--- src/rtl/tc4_calc_pkg.sv ---
// tc4_calc_pkg: shared types, widths and op encodings for the 4-bit calculator.
package tc4_calc_pkg;

    localparam int W = 4;
    localparam logic OP_ADD = 1'b0;
    localparam logic OP_SUB = 1'b1;

    typedef enum logic [1:0] {
        S_A   = 2'b00,
        S_B   = 2'b01,
        S_RES = 2'b10
    } tc4_state_e;

    // Returns {overflow, result}; b is the already-inverted operand for subtract.
    function automatic logic [W:0] add_ovf(input logic [W-1:0] a, input logic [W-1:0] b, input logic cin);
        logic [W-1:0] r;
        r = a + b + W'(cin);
        return {(a[W-1] == b[W-1]) && (r[W-1] != a[W-1]), r};
    endfunction

endpackage

--- src/rtl/tc4_debounce.sv ---
// tc4_debounce: synchronizes and debounces an active-low button, emitting one press pulse per accepted press.
module tc4_debounce #(
    parameter int DEBOUNCE_CYCLES = 500000
) (
    input  logic Clock,
    input  logic Resetn,
    input  logic btn_n_i,
    output logic press_o
);

    localparam int CW = $clog2(DEBOUNCE_CYCLES + 1);

    logic          s1_q, s2_q;
    logic [1:0]    vld_q;
    logic [CW-1:0] cnt_q, cnt_d;
    logic          level_q, level_d, prev_q;
    logic          armed_q, armed_d;
    logic          differ, done;

    always_ff @(posedge Clock or negedge Resetn) begin
        if (!Resetn) begin
            s1_q    <= 1'b1;
            s2_q    <= 1'b1;
            vld_q   <= '0;
            cnt_q   <= '0;
            level_q <= 1'b1;
            prev_q  <= 1'b1;
            armed_q <= 1'b0;
        end else begin
            s1_q    <= btn_n_i;
            s2_q    <= s1_q;
            vld_q   <= {vld_q[0], 1'b1};
            cnt_q   <= cnt_d;
            level_q <= level_d;
            prev_q  <= level_q;
            armed_q <= armed_d;
        end
    end

    // Presses are only honoured once the button has been seen released after reset.
    always_comb begin
        differ  = s2_q != level_q;
        done    = differ && (cnt_q == CW'(DEBOUNCE_CYCLES - 1));
        cnt_d   = (differ && !done) ? cnt_q + 1'b1 : '0;
        level_d = done ? s2_q : level_q;
        armed_d = armed_q | (vld_q[1] & s2_q & level_q);
        press_o = armed_q & prev_q & ~level_q;
    end

endmodule

--- src/rtl/tc4_calc.sv ---
// tc4_calc: two-operand 4-bit two's complement add/subtract calculator driven by one debounced button.
module tc4_calc
    import tc4_calc_pkg::*;
#(
    parameter int DEBOUNCE_CYCLES = 500000
) (
    input  logic         Clock,
    input  logic         Resetn,
    input  logic [W-1:0] Din,
    input  logic         Op,
    input  logic         Enter,
    output logic [W-1:0] N,
    output logic         Overflow,
    output logic [1:0]   Phase
);

    tc4_state_e   state_q, state_d;
    logic [W-1:0] a_q, a_d, b_q, b_d, r_q, r_d;
    logic         ovf_q, ovf_d;
    logic         press;
    logic [W:0]   res;

    tc4_debounce #(.DEBOUNCE_CYCLES(DEBOUNCE_CYCLES)) u_db (
        .Clock  (Clock),
        .Resetn (Resetn),
        .btn_n_i(Enter),
        .press_o(press)
    );

    always_ff @(posedge Clock or negedge Resetn) begin
        if (!Resetn) begin
            state_q <= S_A;
            a_q     <= '0;
            b_q     <= '0;
            r_q     <= '0;
            ovf_q   <= 1'b0;
        end else begin
            state_q <= state_d;
            a_q     <= a_d;
            b_q     <= b_d;
            r_q     <= r_d;
            ovf_q   <= ovf_d;
        end
    end

    always_comb begin
        res     = add_ovf(a_q, (Op == OP_SUB) ? ~Din : Din, Op == OP_SUB);
        state_d = state_q;
        a_d     = a_q;
        b_d     = b_q;
        r_d     = r_q;
        ovf_d   = ovf_q;
        case (state_q)
            S_A: if (press) begin
                a_d     = Din;
                state_d = S_B;
            end
            S_B: if (press) begin
                b_d     = Din;
                r_d     = res[W-1:0];
                ovf_d   = res[W];
                state_d = S_RES;
            end
            S_RES: if (press) begin
                ovf_d   = 1'b0;
                state_d = S_A;
            end
            default: state_d = S_A;
        endcase
    end

    assign N        = (state_q == S_RES) ? r_q : Din;
    assign Overflow = ovf_q;
    assign Phase    = state_q;

endmodule

--- config.mk ---
export PLATFORM = sky130hd
export DESIGN_NAME = tc4_calc
export DESIGN_NICKNAME = d
export VERILOG_FILES = /design/src/rtl/tc4_calc_pkg.sv /design/src/rtl/tc4_debounce.sv /design/src/rtl/tc4_calc.sv
export SDC_FILE = /design/constraint.sdc
export NUM_CORES = 1
export LEC_CHECK = 0
export ABC_AREA = 1
export CORE_UTILIZATION = 45
export CTS_CLUSTER_DIAMETER = 30
export CTS_CLUSTER_SIZE = 24
export DETAILED_ROUTE_END_ITERATION = 16
export SETUP_SLACK_MARGIN = 0.02
export SLEW_MARGIN = 20
export SYNTH_ARGS = -nofsm -noshare
export SYNTH_HDL_FRONTEND = slang
export SYNTH_HIERARCHICAL = 1
export SYNTH_SLANG_ARGS = --single-unit
--- constraint.sdc ---
create_clock -name Clock -period 3.41 [get_ports Clock]
set_clock_uncertainty 0.2 [all_clocks]
set_input_delay 0.682 -clock Clock [delete_from_list [all_inputs] [get_ports Clock]]
set_output_delay 0.682 -clock Clock [all_outputs]
set_load 0.01 [all_outputs]
==> flow_summary_export.csv, run 1 <==
group,metric,value,unit
clock_network,cts.sinks,37,
layout,final_common_cell,"nand2_1",
timing,slew_headroom,45.15,%
clock_network,cts_post_setup_buffers_inserted,0,
synth,yosysWarnings,6,
floorplanning,die_w,68.66,µm
synth,synthArstFlopShare,100.0,%
synth,ys_ff_latch,37,
route,drt-pass1-iter-count,4,
clock_network,clkLatencyLatePin,0.28,ns
timing,hold_violations,0,
layout,nets,282,
grt,met1_usage,24.56,%
floorplanning,initial_core_util,48.25,%
grt,grt_util_all_layers,17.60,%
layout,num_antenna_cells,0,
layout,synthToLayoutAreaGrowth,12.70,%
grt,antenna_found_initial,0,
hold_path,min_path_type,"flop to flop",
grt,use_met2,25.86,%
power_and_ir_drop,internal_power,634.2,µW
clock_network,cts_buffers,5,
route,finalWirelength,3622,µm
timing,tightest_slew,0.8228,ns
critical_path,critPathKind,"input port to output port",
layout,final_cell_mix,"nand2_1, nor2_1, dfrtp_1, inv_1, nand3_1",
clock_network,cts_tree,"built",
synth,syn_inst,252,
clock_network,post_cts_resized,0,
route,wl_per_cell,11.32,µm
critical_path,critPathMostFrequentCell,"clkdlybuf4s50_1",
route,drc,0,
grt,grt_pass1_wl,6003,µm
clock_network,htree_num_levels,2,
placed_design,dp_hpwl,2662,µm
clock_network,postCtsHoldBufs,0,
power_and_ir_drop,ir_drop,0.2933,mV
critical_path,startpoint_type,"input port",
synth,synth_area_leaders,"dfrtp_1, nand2_1, nor2_1",
flow_run,maxCapViolCount,0,
critical_path,path_max_fanout,3,
grt,gr-max-usage-layer,"met2",
timing,setup_viol,0,
placed_design,pre_cts_slack,0.5685,ns
critical_path,crit_slowest_cell,"clkdlybuf4s50_1",
floorplanning,ios,15,
synth,synth-edff-count,0,
route,drtIter0Drc,73,
critical_path,crit_required,2.53,ns
synth,synth_nets,264,
grt,grt_pass1_vias,1373,
clock_network,root_buffer,"clkbuf_8",
synth,synth.distinct_cells,28,
power_and_ir_drop,p_switching,187.1,µW
route,viasPerCell,4.784,
floorplanning,die_h,68.66,µm
synth,synth_seq_area_share,46.56,%
layout,drive_gt1_share,10.00,%
power_and_ir_drop,seq_power_share,54.8,%
critical_path,path_cells,"clkdlybuf4s50_1, inv_1, a21oi_1, clkdlybuf4s50_1",
power_and_ir_drop,power_density,364.5,nW/µm²
status,status,"finished clean",
placed_design,portBuffers,14,
clock_network,clk_path_buf_depth,2,
route,vias,1531,
timing,totalNegativeSetupSlack,0,ns
floorplanning,core.rowCount,23,
synth,syn_area,1999,µm²
grt,grtUsageMet3,4.441,%
timing,drv_slew,0,
floorplanning,core_area,4144,µm²
clock_network,cts.reportedPaths.clkPinSlew,0.06,ns
timing,period_needed,2.844,ns
timing,final.setup.worst_slack,0.5664,ns
power_and_ir_drop,comb_power_share,8.3,%
critical_path,worstPathArrival,1.96,ns
floorplanning,dieArea,4714,µm²
timing,timing.final.crit_share,83.39,%
synth,synth.largest_area_cell,"dfrtp_1",
power_and_ir_drop,p_clk_share,36.9,%
power_and_ir_drop,power.leakage,0.001057,µW
synth,synth_ff_type,"dfrtp_1",
timing,fmax,0.3517,GHz
route,drtAntennaViolNets,0,
grt,grt.overflow.total,0,
critical_path,critPathMaxStageDelay,0.55,ns
placed_design,gp_congestion,0.8584,
synth,yosysTopAreaCellShare,41.30,%
grt,grt_max_degree,38,
synth,avgSynthCellArea,7.934,µm²
power_and_ir_drop,switching_share,22.78,%
timing,rsz0062_at_grt,"false",
critical_path,critPathCaptureType,"output port",
## state kept, by name, indices dropped and copies added (netlist names)
signal        flops
u_db/cnt_q       19
a_q               4
r_q               4
Phase             2
u_db/vld_q        2
Overflow          1
u_db/armed_q      1
u_db/level_q      1
u_db/prev_q       1
u_db/s1_q         1
u_db/s2_q         1
## layout make-up
cell class | instances | area [µm²]
multi-input combinational | 184 | 933.4
clock buffer | 7 | 86.33
sequential | 37 | 930.9
tap | 50 | 62.56
inverter | 28 | 105.1
timing repair buffer | 14 | 135.1
fill | 421 | 1891
## cell usage after synthesis, types with 2 or more instances
| master | count |
|---|---|
| nand2_1 | 68 |
| nor2_1 | 40 |
| dfrtp_1 | 33 |
| inv_1 | 27 |
| nand3_1 | 21 |
| o21ai_0 | 11 |
| a21oi_1 | 7 |
| xor2_1 | 7 |
| xnor2_1 | 6 |
| nand2_2 | 5 |
| dfstp_2 | 4 |
| ha_1 | 3 |
| nor2_2 | 3 |
| buf_6 | 2 |
| nor2_4 | 2 |
## final timing paths
check,startpoint,end,slack [ns],cells after the start
setup / recovery,Din[0],N[0],0.57,4
hold / removal,u_db/vld_q[0],u_db/vld_q[1],0.16,0
setup reg to reg,u_db/prev_q,Overflow,1.73,6
hold reg to reg,u_db/vld_q[0],u_db/vld_q[1],0.16,0
max in group asynchronous,Resetn,r_q[3],2.20,1
min in group asynchronous,Resetn,u_db/cnt_q[11],0.29,1
## metal layers
metal / up-vias / wire (µm)
met4: 0 / 37
met2: 20 / 1533
li1: 812 / -
met1: 695 / 1940
met3: 4 / 111
met5: - / 0
## power groups by stage
stage               clock network (µW)  logic (µW)  registers [µW]
global placement                     0        68.6             458
global route                       332        78.7             450
CTS                                315        69.9             450
detailed placement                   0        69.5             458
floorplan                            0        42.3             457
finish                             303        68.0             450
## logic make-up after synthesis
logic type,Yosys count,synth area share (%)
compound gates,20,5.319
buf+inv,31,6.758
mux,1,0.5632
flops,37,46.56
fa+ha+maj,4,2.879
other cells,1,0.1876
xor+xnor,14,6.508
simple gates,144,31.23
## metrics by stage
step / cell area, µm² / cells / total power, µW / utilization, % / hold slack, ns
floorplan: 1999 / 252 / 499.4 / - / 0.1312
global placement: 2167 / 313 / 526.3 / 52.29 / 0.1329
detailed placement: 2167 / 313 / 527.6 / 52.29 / 0.1511
CTS: 2253 / 320 / 834.9 / 54.38 / 0.1647
global route: 2253 / 320 / 860.3 / 54.38 / 0.1678
finish: 2253 / 320 / 821.3 / 54.38 / 0.1612
## worst max-delay path: cells and delay by family
family | cells | cell delay [ns]
AOI/OAI and AO/OA | 1 | 0.13
buffers and inverters | 3 | 1.14
No activity file was read; power rests on OpenSTA's default activity.
==> inputs of run 2 (changes only) <==
--- a/config.mk
+++ b/config.mk
@@ -10,6 +10,7 @@
 export CTS_CLUSTER_DIAMETER = 30
 export CTS_CLUSTER_SIZE = 24
 export DETAILED_ROUTE_END_ITERATION = 16
+export PLACE_DENSITY = 0.66
 export SETUP_SLACK_MARGIN = 0.02
 export SLEW_MARGIN = 20
 export SYNTH_ARGS = -nofsm -noshare
==> constraint.sdc (replaced) <==
create_clock -name Clock -period 2.5 [get_ports Clock]
set_clock_uncertainty 0.2 [all_clocks]
set_input_delay 0.5 -clock Clock [delete_from_list [all_inputs] [get_ports Clock]]
set_output_delay 0.5 -clock Clock [all_outputs]
set_load 0.01 [all_outputs]
==> run 2 against run 1 <==
Non-clock buffer count grew 3. Flip-flop and latch count is the same. Sequential power grew 36%. Power grew 49%. Cell area grew 2.8%. Setup slack lost 0.14 ns. Hold slack lost 0.069 ns. Largest cell class unchanged. Largest power group unchanged. Highest routed layer unchanged.
==> flow_summary_export.csv, run 2 (synthesis gave the netlist of run 1 again) <==
group,metric,value,unit
status,status,"finished clean",
placed_design,dp_hpwl,2684,µm
timing,timing.final.crit_share,82.91,%
clock_network,cts.reportedPaths.clkPinSlew,0.08,ns
route,drc,0,
critical_path,crit_slowest_cell,"dfrtp_1",
grt,antenna_found_initial,0,
timing,hold_violations,0,
grt,grt_util_all_layers,17.59,%
timing,fmax,0.4825,GHz
layout,nets,285,
power_and_ir_drop,total_power,1225,µW
critical_path,worstPathArrival,1.37,ns
critical_path,critPathBufInv,1,
route,vias,1559,
clock_network,cts.sinks,37,
critical_path,path_max_fanout,10,
layout,synthToLayoutAreaGrowth,15.89,%
floorplanning,core.rowCount,23,
critical_path,path_cells,"or2_4, nor2_1, a21oi_1, dlymetal6s2s_1",
placed_design,pre_cts_slack,0.07222,ns
layout,final_cell_mix,"nand2_1, nor2_1, dfrtp_1, inv_1, nand3_1",
timing,rsz0062_at_grt,"false",
clock_network,root_buffer,"clkbuf_8",
clock_network,cts_buffers,5,
clock_network,clkLatencyLatePin,0.29,ns
grt,grt_pass1_wl,5940,µm
timing,tightest_slew,0.7940,ns
timing,final.setup.worst_slack,0.4273,ns
floorplanning,die_w,68.66,µm
clock_network,cts_post_setup_buffers_inserted,0,
hold_path,min_path_type,"input port to asynchronous set/reset pin",
flow_run,maxCapViolCount,0,
timing,totalNegativeSetupSlack,0,ns
layout,drive_gt1_share,12.04,%
power_and_ir_drop,power_density,528.5,nW/µm²
layout,top_regs,"u_db/cnt_q (19), a_q (4), r_q (4)",
critical_path,crit_family,"simple AND/OR/NAND/NOR gates",
clock_network,cts_tree,"built",
placed_design,portBuffers,14,
floorplanning,die_h,68.66,µm
route,wl_per_cell,11.13,µm
clock_network,clk_path_buf_depth,2,
timing,setup_viol,0,
layout,largest_reg_flops,19,
grt,grt_pass1_vias,1359,
route,drtAntennaViolNets,0,
route,drt-pass1-iter-count,4,
floorplanning,ios,15,
timing,slew_headroom,47.07,%
grt,grt_max_degree,38,
route,finalWirelength,3605,µm
route,drtIter0Drc,81,
power_and_ir_drop,ir_drop,0.2862,mV
critical_path,critPathCaptureType,"output port",
layout,top_register,"u_db/cnt_q",
timing,drv_slew,0,
timing,whs,0.09180,ns
critical_path,startpoint_type,"flop",
floorplanning,initial_core_util,48.25,%
critical_path,critPathMaxStageDelay,0.43,ns
floorplanning,core_area,4144,µm²
layout,final_common_cell,"nand2_1",
critical_path,critPathKind,"flop to output port",
layout,num_antenna_cells,0,
route,viasPerCell,4.812,
placed_design,gp_congestion,0.7806,
timing,period_needed,2.073,ns
critical_path,crit_required,1.80,ns
power_and_ir_drop,power.leakage,0.001121,µW
floorplanning,dieArea,4714,µm²
grt,grt.overflow.total,0,
clock_network,htree_num_levels,2,
clock_network,postCtsHoldBufs,0,
run 2: metrics by stage:
step	utilization, %	cells	cell area [µm²]
6_report	55.92	324	2317
5_1_grt	55.92	324	2317
4_1_cts	55.68	324	2307
3_5_place_dp	52.84	316	2190
3_3_place_gp	52.84	316	2190
2_1_floorplan	-	252	1999
run 2: cell type report:
| type | instances | area, µm² |
|---|---|---|
| sequential | 37 | 930.9 |
| fill | 394 | 1827 |
| tap | 50 | 62.56 |
| multi-input combinational | 184 | 935.9 |
| clock buffer | 5 | 68.82 |
| timing repair buffer | 17 | 167.7 |
| inverter | 28 | 105.1 |
| clock inverter | 3 | 46.29 |
run 2: per-layer routing:
metal  part of all wire (%)  up-vias  track usage [%]
met3                    2.5        7            3.454
met2                     44       20            27.94
met1                     52      714            22.45
met4                    2.1        0            9.375
met5                      0        -                0
li1                       -      818                -
run 2: power by group:
part           total (µW)  internal [µW]  switching [µW]
clock network         518            298             220
logic                94.2           40.2            54.1
registers             613            608            5.04
run 2: path summary, 6_finish.rpt:
check	to	start	slack (ns)	depth (start not counted)
worst min register to register	u_db/vld_q[1]	u_db/vld_q[0]	0.15	0
min in group Clock	u_db/vld_q[1]	u_db/vld_q[0]	0.15	0
max in group asynchronous	u_db/cnt_q[16]	Resetn	1.51	1
worst min-delay path	u_db/cnt_q[14]	Resetn	0.09	1
worst max register to register	Overflow	u_db/prev_q	0.78	6
worst max-delay path	N[3]	Phase[0]	0.43	4
run 2: what timing repair did:
item                       in CTS  in global routing
setup endpoints to repair       4                  4
resized for setup               1                  4
pin swaps                       0                  0
run 2: worst reg2reg max path, stage by stage (launching register included):
cell and delay, ns:
dfstp_2 0.52, nand2_1 0.04, nor2_1 0.23, nand3_1 0.33, nor2_1 0.19, nand3_1 0.09, nand2_1 0.06
